### config.mk
export PLATFORM = sky130hd
export DESIGN_NAME = store_data_aligner_flat
export DESIGN_NICKNAME = d
export VERILOG_FILES = /design/src/rtl/store_data_aligner_pkg.sv /design/src/rtl/store_data_aligner_if.sv /design/src/rtl/store_data_aligner_lane_packer.sv /design/src/rtl/store_data_aligner.sv /design/src/flat_wrapper.sv
export SDC_FILE = /design/constraint.sdc
export NUM_CORES = 1
export LEC_CHECK = 0
export BUFFER_PORTS_ARGS = -buffer_cell sky130_fd_sc_hd__buf_2
export CORE_UTILIZATION = 53
export DETAILED_ROUTE_END_ITERATION = 10
export HOLD_SLACK_MARGIN = 0.06
export PLACE_DENSITY = 0.86
export SYNTH_ARGS = -nofsm -noshare
export SYNTH_HDL_FRONTEND = slang
export SYNTH_HIERARCHICAL = 1
export SYNTH_SLANG_ARGS = --single-unit
### constraint.sdc
create_clock -name CLK -period 2.88 [get_ports CLK]
set_input_delay 0.576 -clock CLK [delete_from_list [all_inputs] [get_ports CLK]]
set_output_delay 0.576 -clock CLK [all_outputs]
set_load 0.02 [all_outputs]
### src/rtl/store_data_aligner_pkg.sv
// ---------------------------------------------------------------------------
// store_pkg
// Shared definitions for the store data aligner:
//   - store size encodings carried on the size port
//   - FSM state type (IDLE / REQ / RESP), also exported for debug
//   - BE_ALL, the full-word byte-enable mask
// ---------------------------------------------------------------------------
package store_pkg;

   localparam logic [1:0] SZ_BYTE = 2'b00;
   localparam logic [1:0] SZ_HALF = 2'b01;
   localparam logic [1:0] SZ_WORD = 2'b10;
   localparam logic [1:0] SZ_RSVD = 2'b11;

   localparam logic [3:0] BE_ALL = 4'b1111;

   typedef enum logic [1:0] {
      IDLE = 2'd0,
      REQ  = 2'd1,
      RESP = 2'd2
   } state_t;

endpackage

### src/rtl/store_data_aligner_if.sv
// ---------------------------------------------------------------------------
// store_data_aligner_if
// Bundles the control-unit request side and the data-memory write side of
// the store data aligner.
//   control in : start, size, addr, rt_data
//   memory      : mem_req/mem_ack handshake, mem_addr, mem_wdata, mem_be
//   status out  : busy, done, misalign, timeout
//   debug out   : dbg_state (current FSM state)
// Modports: slave = the aligner, master = the environment driving it.
//
// Handshake: mem_req rises when a legal store enters REQ and stays high,
// with mem_addr/mem_wdata/mem_be held stable, until mem_ack is sampled
// high on a rising edge (an ack in the very first REQ cycle counts). The
// cycle after that edge mem_req is low. mem_ack while mem_req is low has
// no effect.
// ---------------------------------------------------------------------------
interface store_data_aligner_if #(
   parameter int ADDR_W = 32
);
   import store_pkg::*;

   logic              start;
   logic [1:0]        size;
   logic [ADDR_W-1:0] addr;
   logic [31:0]       rt_data;
   logic              mem_ack;

   logic              mem_req;
   logic [ADDR_W-1:0] mem_addr;
   logic [31:0]       mem_wdata;
   logic [3:0]        mem_be;
   logic              busy;
   logic              done;
   logic              misalign;
   logic              timeout;
   state_t            dbg_state;

   modport slave (
      input  start, size, addr, rt_data, mem_ack,
      output mem_req, mem_addr, mem_wdata, mem_be,
      output busy, done, misalign, timeout, dbg_state
   );

   modport master (
      output start, size, addr, rt_data, mem_ack,
      input  mem_req, mem_addr, mem_wdata, mem_be,
      input  busy, done, misalign, timeout, dbg_state
   );

endinterface

### src/rtl/store_data_aligner_lane_packer.sv
// ---------------------------------------------------------------------------
// store_lane_packer
// Purely combinational: replicates the narrowed register value across the
// byte lanes and produces little-endian byte enables for the store.
//   i_size     : store size (store_pkg SZ_* encodings)
//   i_addr_lo  : byte address bits [1:0]
//   i_rt_data  : register value
//   o_wdata    : lane-replicated write data
//   o_be       : byte enables, bit i = lane i (0 when misaligned)
//   o_misalign : size/address combination cannot be stored
// ---------------------------------------------------------------------------
module store_lane_packer
   import store_pkg::*;
(
   input  logic [1:0]  i_size,
   input  logic [1:0]  i_addr_lo,
   input  logic [31:0] i_rt_data,
   output logic [31:0] o_wdata,
   output logic [3:0]  o_be,
   output logic        o_misalign
);

   always_comb begin
      o_wdata    = i_rt_data;
      o_be       = 4'b0000;
      o_misalign = 1'b0;
      case (i_size)
         SZ_BYTE: begin
            o_wdata = {4{i_rt_data[7:0]}};
            o_be    = 4'b0001 << i_addr_lo;
         end
         SZ_HALF: begin
            o_wdata    = {2{i_rt_data[15:0]}};
            o_misalign = i_addr_lo[0];
            o_be       = i_addr_lo[0] ? 4'b0000 :
                         (i_addr_lo[1] ? 4'b1100 : 4'b0011);
         end
         SZ_WORD: begin
            o_misalign = (i_addr_lo != 2'b00);
            o_be       = (i_addr_lo != 2'b00) ? 4'b0000 : BE_ALL;
         end
         default: begin
            // reserved size: always rejected
            o_misalign = 1'b1;
         end
      endcase
   end

endmodule

### src/rtl/store_data_aligner.sv
// ---------------------------------------------------------------------------
// store_data_aligner
// Store path of the multicycle CPU: narrows rt_data to byte/half/word,
// places it on the memory byte lanes and runs the data-memory write
// handshake during the MEM phase of SB/SH/SW.
//   CLK    : system clock, rising edge
//   Reset  : synchronous, active-high
//   bus    : store_data_aligner_if.slave (request, memory, status, debug)
// Parameters: ADDR_W (address width), TIMEOUT_CYCLES (REQ cycles without
// ack before abort).
// Build option: define SDA_TIMEOUT_EN to enable the REQ timeout; without
// it REQ waits indefinitely and timeout is tied low.
// ---------------------------------------------------------------------------
module store_data_aligner
   import store_pkg::*;
#(
   parameter int ADDR_W         = 32,
   parameter int TIMEOUT_CYCLES = 16
) (
   input  logic                 CLK,
   input  logic                 Reset,
   store_data_aligner_if.slave  bus
);

   state_t            r_state;
   state_t            w_next_state;
   logic [ADDR_W-1:0] r_addr;
   logic [31:0]       r_wdata;
   logic [3:0]        r_be;
   logic              r_misalign;

   logic [31:0]       w_pk_wdata;
   logic [3:0]        w_pk_be;
   logic              w_pk_misalign;
   logic              w_accept;

   store_lane_packer u_packer (
      .i_size     (bus.size),
      .i_addr_lo  (bus.addr[1:0]),
      .i_rt_data  (bus.rt_data),
      .o_wdata    (w_pk_wdata),
      .o_be       (w_pk_be),
      .o_misalign (w_pk_misalign)
   );

   // start only matters in IDLE; anywhere else it is dropped, not queued
   assign w_accept = (r_state == IDLE) && bus.start;

`ifdef SDA_TIMEOUT_EN
   localparam int CNT_W = $clog2(TIMEOUT_CYCLES + 1);

   logic [CNT_W-1:0] r_cnt;
   logic             r_timeout;
   logic             w_to_hit;

   // counter sits at 0 outside REQ, so it is already clear on REQ entry
   always_ff @(posedge CLK) begin
      if (Reset) begin
         r_cnt <= '0;
      end else if (r_state != REQ) begin
         r_cnt <= '0;
      end else begin
         r_cnt <= r_cnt + 1'b1;
      end
   end

   always_ff @(posedge CLK) begin
      if (Reset) begin
         r_timeout <= 1'b0;
      end else if (w_accept) begin
         r_timeout <= 1'b0;
      end else if (w_to_hit) begin
         r_timeout <= 1'b1;
      end
   end
`else
   logic w_unused_cfg;
   assign w_unused_cfg = (TIMEOUT_CYCLES > 0);
`endif

   always_comb begin
      w_next_state = r_state;
`ifdef SDA_TIMEOUT_EN
      w_to_hit     = 1'b0;
`endif
      case (r_state)
         IDLE: begin
            if (bus.start) begin
               w_next_state = w_pk_misalign ? RESP : REQ;
            end
         end
         REQ: begin
            // an ack in the expiry cycle wins over the timeout
            if (bus.mem_ack) begin
               w_next_state = RESP;
            end
`ifdef SDA_TIMEOUT_EN
            else if (r_cnt == CNT_W'(TIMEOUT_CYCLES - 1)) begin
               w_next_state = RESP;
               w_to_hit     = 1'b1;
            end
`endif
         end
         RESP: begin
            w_next_state = IDLE;
         end
         default: begin
            w_next_state = IDLE;
         end
      endcase
   end

   always_ff @(posedge CLK) begin
      if (Reset) begin
         r_state    <= IDLE;
         r_addr     <= '0;
         r_wdata    <= '0;
         r_be       <= 4'b0000;
         r_misalign <= 1'b0;
      end else begin
         r_state <= w_next_state;
         // payload captured once at acceptance and held until the next one
         if (w_accept) begin
            r_addr     <= {bus.addr[ADDR_W-1:2], 2'b00};
            r_wdata    <= w_pk_wdata;
            r_be       <= w_pk_misalign ? 4'b0000 : w_pk_be;
            r_misalign <= w_pk_misalign;
         end
      end
   end

   assign bus.mem_req   = (r_state == REQ);
   assign bus.busy      = (r_state != IDLE);
   assign bus.done      = (r_state == RESP);
   assign bus.misalign  = (r_state == RESP) && r_misalign;
   assign bus.mem_addr  = r_addr;
   assign bus.mem_wdata = r_wdata;
   assign bus.mem_be    = r_be;
   assign bus.dbg_state = r_state;
`ifdef SDA_TIMEOUT_EN
   assign bus.timeout   = (r_state == RESP) && r_timeout;
`else
   assign bus.timeout   = 1'b0;
`endif

endmodule

### src/flat_wrapper.sv
// flat-port wrapper written by rule: the top's interface ports become plain ports
module store_data_aligner_flat import store_pkg::*;
#(
   parameter int ADDR_W         = 32,
   parameter int TIMEOUT_CYCLES = 16
)
  (CLK, Reset, bus_start, bus_size, bus_addr, bus_rt_data, bus_mem_ack, bus_mem_req, bus_mem_addr, bus_mem_wdata, bus_mem_be, bus_busy, bus_done, bus_misalign, bus_timeout, bus_dbg_state);
  store_data_aligner_if #(.ADDR_W(ADDR_W)) bus_i ();
  input  logic CLK;
  input  logic Reset;
  input wire logic [$bits(bus_i.start)-1:0] bus_start;
  input wire logic [$bits(bus_i.size)-1:0] bus_size;
  input wire logic [$bits(bus_i.addr)-1:0] bus_addr;
  input wire logic [$bits(bus_i.rt_data)-1:0] bus_rt_data;
  input wire logic [$bits(bus_i.mem_ack)-1:0] bus_mem_ack;
  output wire logic [$bits(bus_i.mem_req)-1:0] bus_mem_req;
  output wire logic [$bits(bus_i.mem_addr)-1:0] bus_mem_addr;
  output wire logic [$bits(bus_i.mem_wdata)-1:0] bus_mem_wdata;
  output wire logic [$bits(bus_i.mem_be)-1:0] bus_mem_be;
  output wire logic [$bits(bus_i.busy)-1:0] bus_busy;
  output wire logic [$bits(bus_i.done)-1:0] bus_done;
  output wire logic [$bits(bus_i.misalign)-1:0] bus_misalign;
  output wire logic [$bits(bus_i.timeout)-1:0] bus_timeout;
  output wire logic [$bits(bus_i.dbg_state)-1:0] bus_dbg_state;
  assign bus_i.start = bus_start;
  assign bus_i.size = bus_size;
  assign bus_i.addr = bus_addr;
  assign bus_i.rt_data = bus_rt_data;
  assign bus_i.mem_ack = bus_mem_ack;
  assign bus_mem_req = bus_i.mem_req;
  assign bus_mem_addr = bus_i.mem_addr;
  assign bus_mem_wdata = bus_i.mem_wdata;
  assign bus_mem_be = bus_i.mem_be;
  assign bus_busy = bus_i.busy;
  assign bus_done = bus_i.done;
  assign bus_misalign = bus_i.misalign;
  assign bus_timeout = bus_i.timeout;
  assign bus_dbg_state = bus_i.dbg_state;
  store_data_aligner #(.ADDR_W(ADDR_W), .TIMEOUT_CYCLES(TIMEOUT_CYCLES)) u_core (.CLK(CLK), .Reset(Reset), .bus(bus_i));
endmodule
* Yosys cells after proc, flatten, opt, wreduce, memory -nomap -nowiden
Cells that the tools add are included.
** Storage, ports and cells
- Register bits :: 69
- Input port bits :: 70
- Word-level logic and storage cells :: 30
- Output and inout bits :: 75
** Cells by class
- Shifts and indexed selects :: 1
- Reductions and logical operators :: 7
- Equal/unequal tests :: 6
- Mux-type cells :: 11
** Operator list (count)
- $pmux W32 S2 :: 1
- $mux W4 :: 4
- $pmux W4 S3 :: 1
- $mux W2 :: 3
- $eq A2 B1 Y1 const B :: 2
- $eq A2 B2 Y1 const B :: 2
- $logic_not A2 Y1 :: 2
- $ne A2 B2 Y1 const B :: 2
- $pmux W2 S2 :: 1
- $reduce_bool A2 Y1 :: 2
- $shl A1 B2 Y4 const A :: 1
- $pmux W1 S3 :: 1
- $logic_and A1 B1 Y1 :: 2
- $reduce_and A2 Y1 :: 1

* Logic depth before layout (Yosys ltp)
- Depth in word-level cells :: 5
- Gate-level depth with buffers :: 6
- Gate-level depth less buffers :: 4

* Cells and area by module
The synthesis kept the hierarchy.
** By module, submodules not included
- store_data_aligner :: instances 1, cells an instance 307, area an instance 3119.2 µm²
- store_lane_packer :: instances 1, cells an instance 65, area an instance 518.0 µm²

* Least setup slack after synthesis
Ideal clock, no wire load.
- Path type :: input to register
- From :: input bus_size[0]
- To :: register u_core.r_be[1] (netlist: u_core/bus.mem_be[1])
- Arrival time :: 1.748 ns
- Slack :: 1.060 ns
- Cell stages on the path :: 5
- Path buffers :: 1
- Path through :: buf_6 > or4b_4 > o31ai_2 > or3b_1 > mux2i_1
** Between the ends
- Cells in the longest elaborated chain, start to end :: 3
** RTL lines
- from (decl) :: RTL line flat_wrapper.sv:12 : input wire logic [$bits(bus_i.size)-1:0] bus_size;
- $eq A2 B2 Y1 (tied with other cells) :: RTL line store_data_aligner_lane_packer.sv:27 : case (i_size)
- $pmux W4 S3 * :: RTL line store_data_aligner_lane_packer.sv:27
- via u_core.w_pk_be[1] :: RTL line store_data_aligner.sv:33 : logic [3:0] w_pk_be;
- $mux W4 * :: RTL line store_data_aligner.sv:126 : r_be <= w_pk_misalign ? 4'b0000 : w_pk_be;
- to (signal assigned) :: RTL line store_data_aligner.sv:126
- to (decl) :: RTL line store_data_aligner.sv:29 : logic [3:0] r_be;
The timed path passes the listed nets; every way through them passes the cells marked *.
A chain may end at the register's enable or synchronous reset.

* Final worst setup path
- From :: register u_core.r_state[1] (netlist: u_core/bus.dbg_state[1])
- To :: output bus_misalign
** Between the ends
- Cells in the longest elaborated chain, start to end :: 2
** RTL lines
- from (decl) :: RTL line store_data_aligner.sv:25 : state_t r_state;
- from (signal assigned) :: RTL line store_data_aligner.sv:121 : r_state <= w_next_state;
- $eq A2 B2 Y1 :: RTL line store_data_aligner.sv:135 : assign bus.misalign = (r_state == RESP) && r_misalign;
- $logic_and A1 B1 Y1 :: RTL line store_data_aligner.sv:135
- to (decl) :: RTL line flat_wrapper.sv:22 : output wire logic [$bits(bus_i.misalign)-1:0] bus_misalign;
Every way passes these cells.

==> impl_summary.log <==
INFO  metric wl_per_cell = ~14 um
INFO  metric timing.final.hold_violations = 0
INFO  metric groute.layer.met1.usage = ~26%
INFO  metric worst_path_largest_cell_delay = roughly 0.48 ns
INFO  metric die-area = 0.00720 sq mm
INFO  metric violated_checks = design-rule violations
INFO  metric grt_max_degree = 74
INFO  metric vdd.ir_drop.worst = about 0.26 mV
INFO  metric placed_cell_area = roughly 0.0043 sq mm
INFO  metric required_time_of_the_worst_setup_path = about 2.3 ns
INFO  metric synth.area.top_cells = sky130_fd_sc_hd__dfxtp_1, sky130_fd_sc_hd__nand2b_1, sky130_fd_sc_hd__mux2i_1
INFO  metric layout.filler_cells = 540
INFO  metric worstRegToRegCells = 3
INFO  metric max_slew.worst_pin.slew = between 0.8 and 0.9 ns
INFO  metric die_height = 84.8 um
INFO  metric utilization = about 69%
INFO  metric final_net_count = approximately 560
INFO  metric worst_setup_hold_path_clk_slew = approximately 0.070 ns
INFO  metric status = complete, but fails checks
INFO  metric io_buffer_count = between 100 and 150
INFO  metric min_delay_path_depth = 2
INFO  metric setup_viol_count_final = 0
INFO  metric multiInputGateArea = 0.00204 sq mm
INFO  metric ctsRootBufferMaster = sky130_fd_sc_hd__clkbuf_8
INFO  metric fin_area = between 0.004 and 0.005 sq mm
INFO  metric setup-tns-final = 0 ns
INFO  metric cpMaxStageDelayCell = sky130_fd_sc_hd__dfxtp_1
INFO  metric clock_tree.htree_level_count = 3
INFO  metric ant_nets = 0
INFO  metric num_rows = 29
INFO  metric netlist.top_cell.by_area = sky130_fd_sc_hd__dfxtp_1
INFO  metric synth-seq-cells = between 60 and 70
INFO  metric drc = 13
INFO  metric rsz0062_at_grt = false
INFO  metric post-cts-setup-buffer-count = 0
INFO  metric rrSetupSlack = about 1.5 ns
INFO  metric slew_violations = 0
INFO  metric cts_tree = yes
INFO  metric cts_hold_buf = 0
INFO  metric max_clock_freq = between 500 and 600 MHz
INFO  metric drt_first_pass_iters = 9
INFO  metric p_int = 1.79 mW
INFO  metric area_delta_synth_final = 23.8%
INFO  metric design.portCount = 145
INFO  metric drv_cap = 0
INFO  metric globalplace.congestion = 0.771
INFO  metric initial_core_utilization = between 50 and 60%
INFO  metric total_via_count_after_detailed_routing = slightly below 3000
INFO  metric global_route.peak_usage_layer = met2
INFO  metric holdCritStartpoint = u_core/bus.mem_addr[21]
INFO  metric core_footprint = approximately 0.0065 sq mm
INFO  metric drt_first_iter_violations = 98
INFO  metric post_drt_via_cell_ratio = about 5.0
INFO  metric clock_tree.buffer_depth = 2
INFO  metric grt_antenna_before_repair = 0
INFO  metric wirelength = 7940 um
INFO  metric clock_sink_count = slightly below 70
INFO  metric static-leakage-power = between 2 and 2.5 nW
INFO  metric final.setup.worst_slack = approximately 1.0 ns
INFO  metric critical_path_end_type = output port
INFO  metric p_clk_share = around 36%
INFO  metric syn_inst = ~370
INFO  metric worst_case_setup_slack_after_placement = around 0.85 ns
INFO  metric rr_endpoint = u_core/bus.mem_wdata[16]
INFO  metric critPathMaxFanout = 7
INFO  metric timing.critical_path.cells = nor2b_1 > and2_1 > buf_2
INFO  metric switching_share = a little over a quarter
INFO  metric post_synth.cell_area_avg = just under 10 sq um
INFO  metric p_switching = 674 uW
INFO  metric insertedDiodeCount = 0
INFO  metric period_minus_slack = about 1.9 ns
INFO  metric regArea = about 0.0014 sq mm
INFO  metric synth_sequential_area_ratio = 38.0%
INFO  metric grt_pass1_vias = roughly 2800
INFO  metric grt_first_pass_wirelength = 12800 um
INFO  metric maxSlewHeadroom = 41.5%
INFO  metric worstPathArrival = between 1 and 1.5 ns
INFO  metric numCtsBuffers = 9
INFO  metric place.detailed.hpwl = between 5000 and 6000 um
INFO  metric fp.dieW = ~85 um
INFO  metric netlist_area = approximately 0.0036 sq mm
INFO  metric yosysTopAreaCellShare = a little under two fifths
INFO  metric pwr-share-seq = between 40 and 50%
INFO  metric fin_hold_ws = 0.469 ns
INFO  metric share_comb_of_total_power = a little over a fifth
INFO  metric global_route.overflow_total = 0
INFO  metric grt_use_total = roughly 22%
INFO  metric hp-class = reg -> reg
INFO  metric yosysWarningCount = 6
INFO  metric crit-reg2reg-launch = u_core/bus.dbg_state[1]
INFO  metric post_route_cells_drive_above_1_share = around 36%
INFO  metric cellPowerDensity = about 550 mW/mm^2
INFO  metric hold_end = u_core/bus.mem_addr[21]
INFO  metric start_kind = register
INFO  metric fin_skew = around 0.013 ns
INFO  metric yosysUniqueCellTypes = 26
INFO  metric timing.setup.critical_path_class = reg -> out
INFO  metric post_route_clock_period_utilization = 64.4%
INFO  metric use_met2 = a little under two fifths
INFO  metric clock_insertion_delay_worst_skew = approximately 0.33 ns
INFO  metric postCtsResizedCells = 0
INFO  metric grt_util_met3 = roughly 5.9%
-- critical path: cells and delay by family (launching register included) --
family / cells / cell delay (ns)
buffers and inverters: 1 / 0.16
flip-flops: 1 / 0.48
AND/OR/NAND/NOR: 2 / 0.32
-- synth_stat cells, drive strengths merged --
library cell  count
dfxtp            69
o21ai             9
nor3              1
nor3b             1
or4b              1
a211oi            3
buf              24
mux2i            75
conb              1
nand2             9
or3b              6
xnor2             1
or2               1
mux2             16
nand3b            1
nor2              2
nor2b             2
nand2b          132
o31ai             1
and2              1
clkbuf           14
a21oi             2
-- per-stage QoR --
step / std cells / power [mW]
final: 574 / 2.47
after CTS: 574 / 2.49
after floorplan: 374 / 1.45
after global routing: 574 / 2.57
after detailed placement: 558 / 1.60
after global placement: 558 / 1.59
-- state kept, by name, summed over array words and instances, names as in the netlist --
signal,count
u_core/bus.dbg_state,2
u_core/bus.mem_addr,30
u_core/bus.mem_be,4
u_core/bus.mem_wdata,32
u_core/r_misalign,1
-- power by group through the flow --
stage | clock [mW] | combinational, mW | sequential, mW
after detailed placement | 0 | 0.517 | 1.09
after CTS | 0.907 | 0.518 | 1.07
final | 0.888 | 0.515 | 1.06
after global routing | 0.942 | 0.554 | 1.07
after floorplan | 0 | 0.272 | 1.17
after global placement | 0 | 0.505 | 1.08
-- placed cells by master (no fill, tap or decap), drive strengths merged, types with 3 or more instances in the layout --
cell type / n
mux2i: 75
mux2: 16
clkbuf: 13
nand2b: 132
conb: 3
nand2: 9
dfxtp: 69
buf: 145
a211oi: 3
or3b: 6
o21ai: 9
-- worst max-delay path by stage --
stage | startpoint | endpoint | slack (ns) | cells past startpoint
CTS | u_core/bus.dbg_state[1] | bus_misalign | 0.98 | 3
global placement | bus_size[0] | u_core/bus.mem_be[1] | 0.88 | 5
detailed placement | bus_size[0] | u_core/bus.mem_be[1] | 0.85 | 5
floorplan | bus_size[0] | u_core/bus.mem_be[1] | 1.06 | 5
global route | u_core/bus.dbg_state[1] | bus_misalign | 0.85 | 3
finish | u_core/bus.dbg_state[1] | bus_misalign | 1.03 | 3
-- cell families after synthesis --
kind of cell    Yosys count  share of synthesized area [%]
flops                    69                           38.0
simple gates            157                           27.1
compound gates           15                           2.58
xor+xnor                  1                          0.241
mux                      91                           25.6
other cells               1                          0.103
buf+inv                  38                           6.40
-- routing by layer --
metal / wire, um / up-vias / part of all wire [%]
li1: - / 1453 / -
met1: 3410 / 1320 / 43
met2: 3710 / 106 / 47
met3: 601 / 17 / 7.6
met4: 216 / 0 / 2.7
met5: 0 / - / 0
-- area by class of cell --
| class | instances | area share [%] |
|---|---|---|
| Clock buffer | 13 | 3.53 |
| Clock inverter | 3 | 1.50 |
| Sequential cell | 69 | 30.7 |
| Multi-Input combinational cell | 267 | 45.2 |
| Tap cell | 77 | 2.14 |
| Timing Repair Buffer | 145 | 16.9 |
Note: power is estimated with default switching activity, not from simulation.
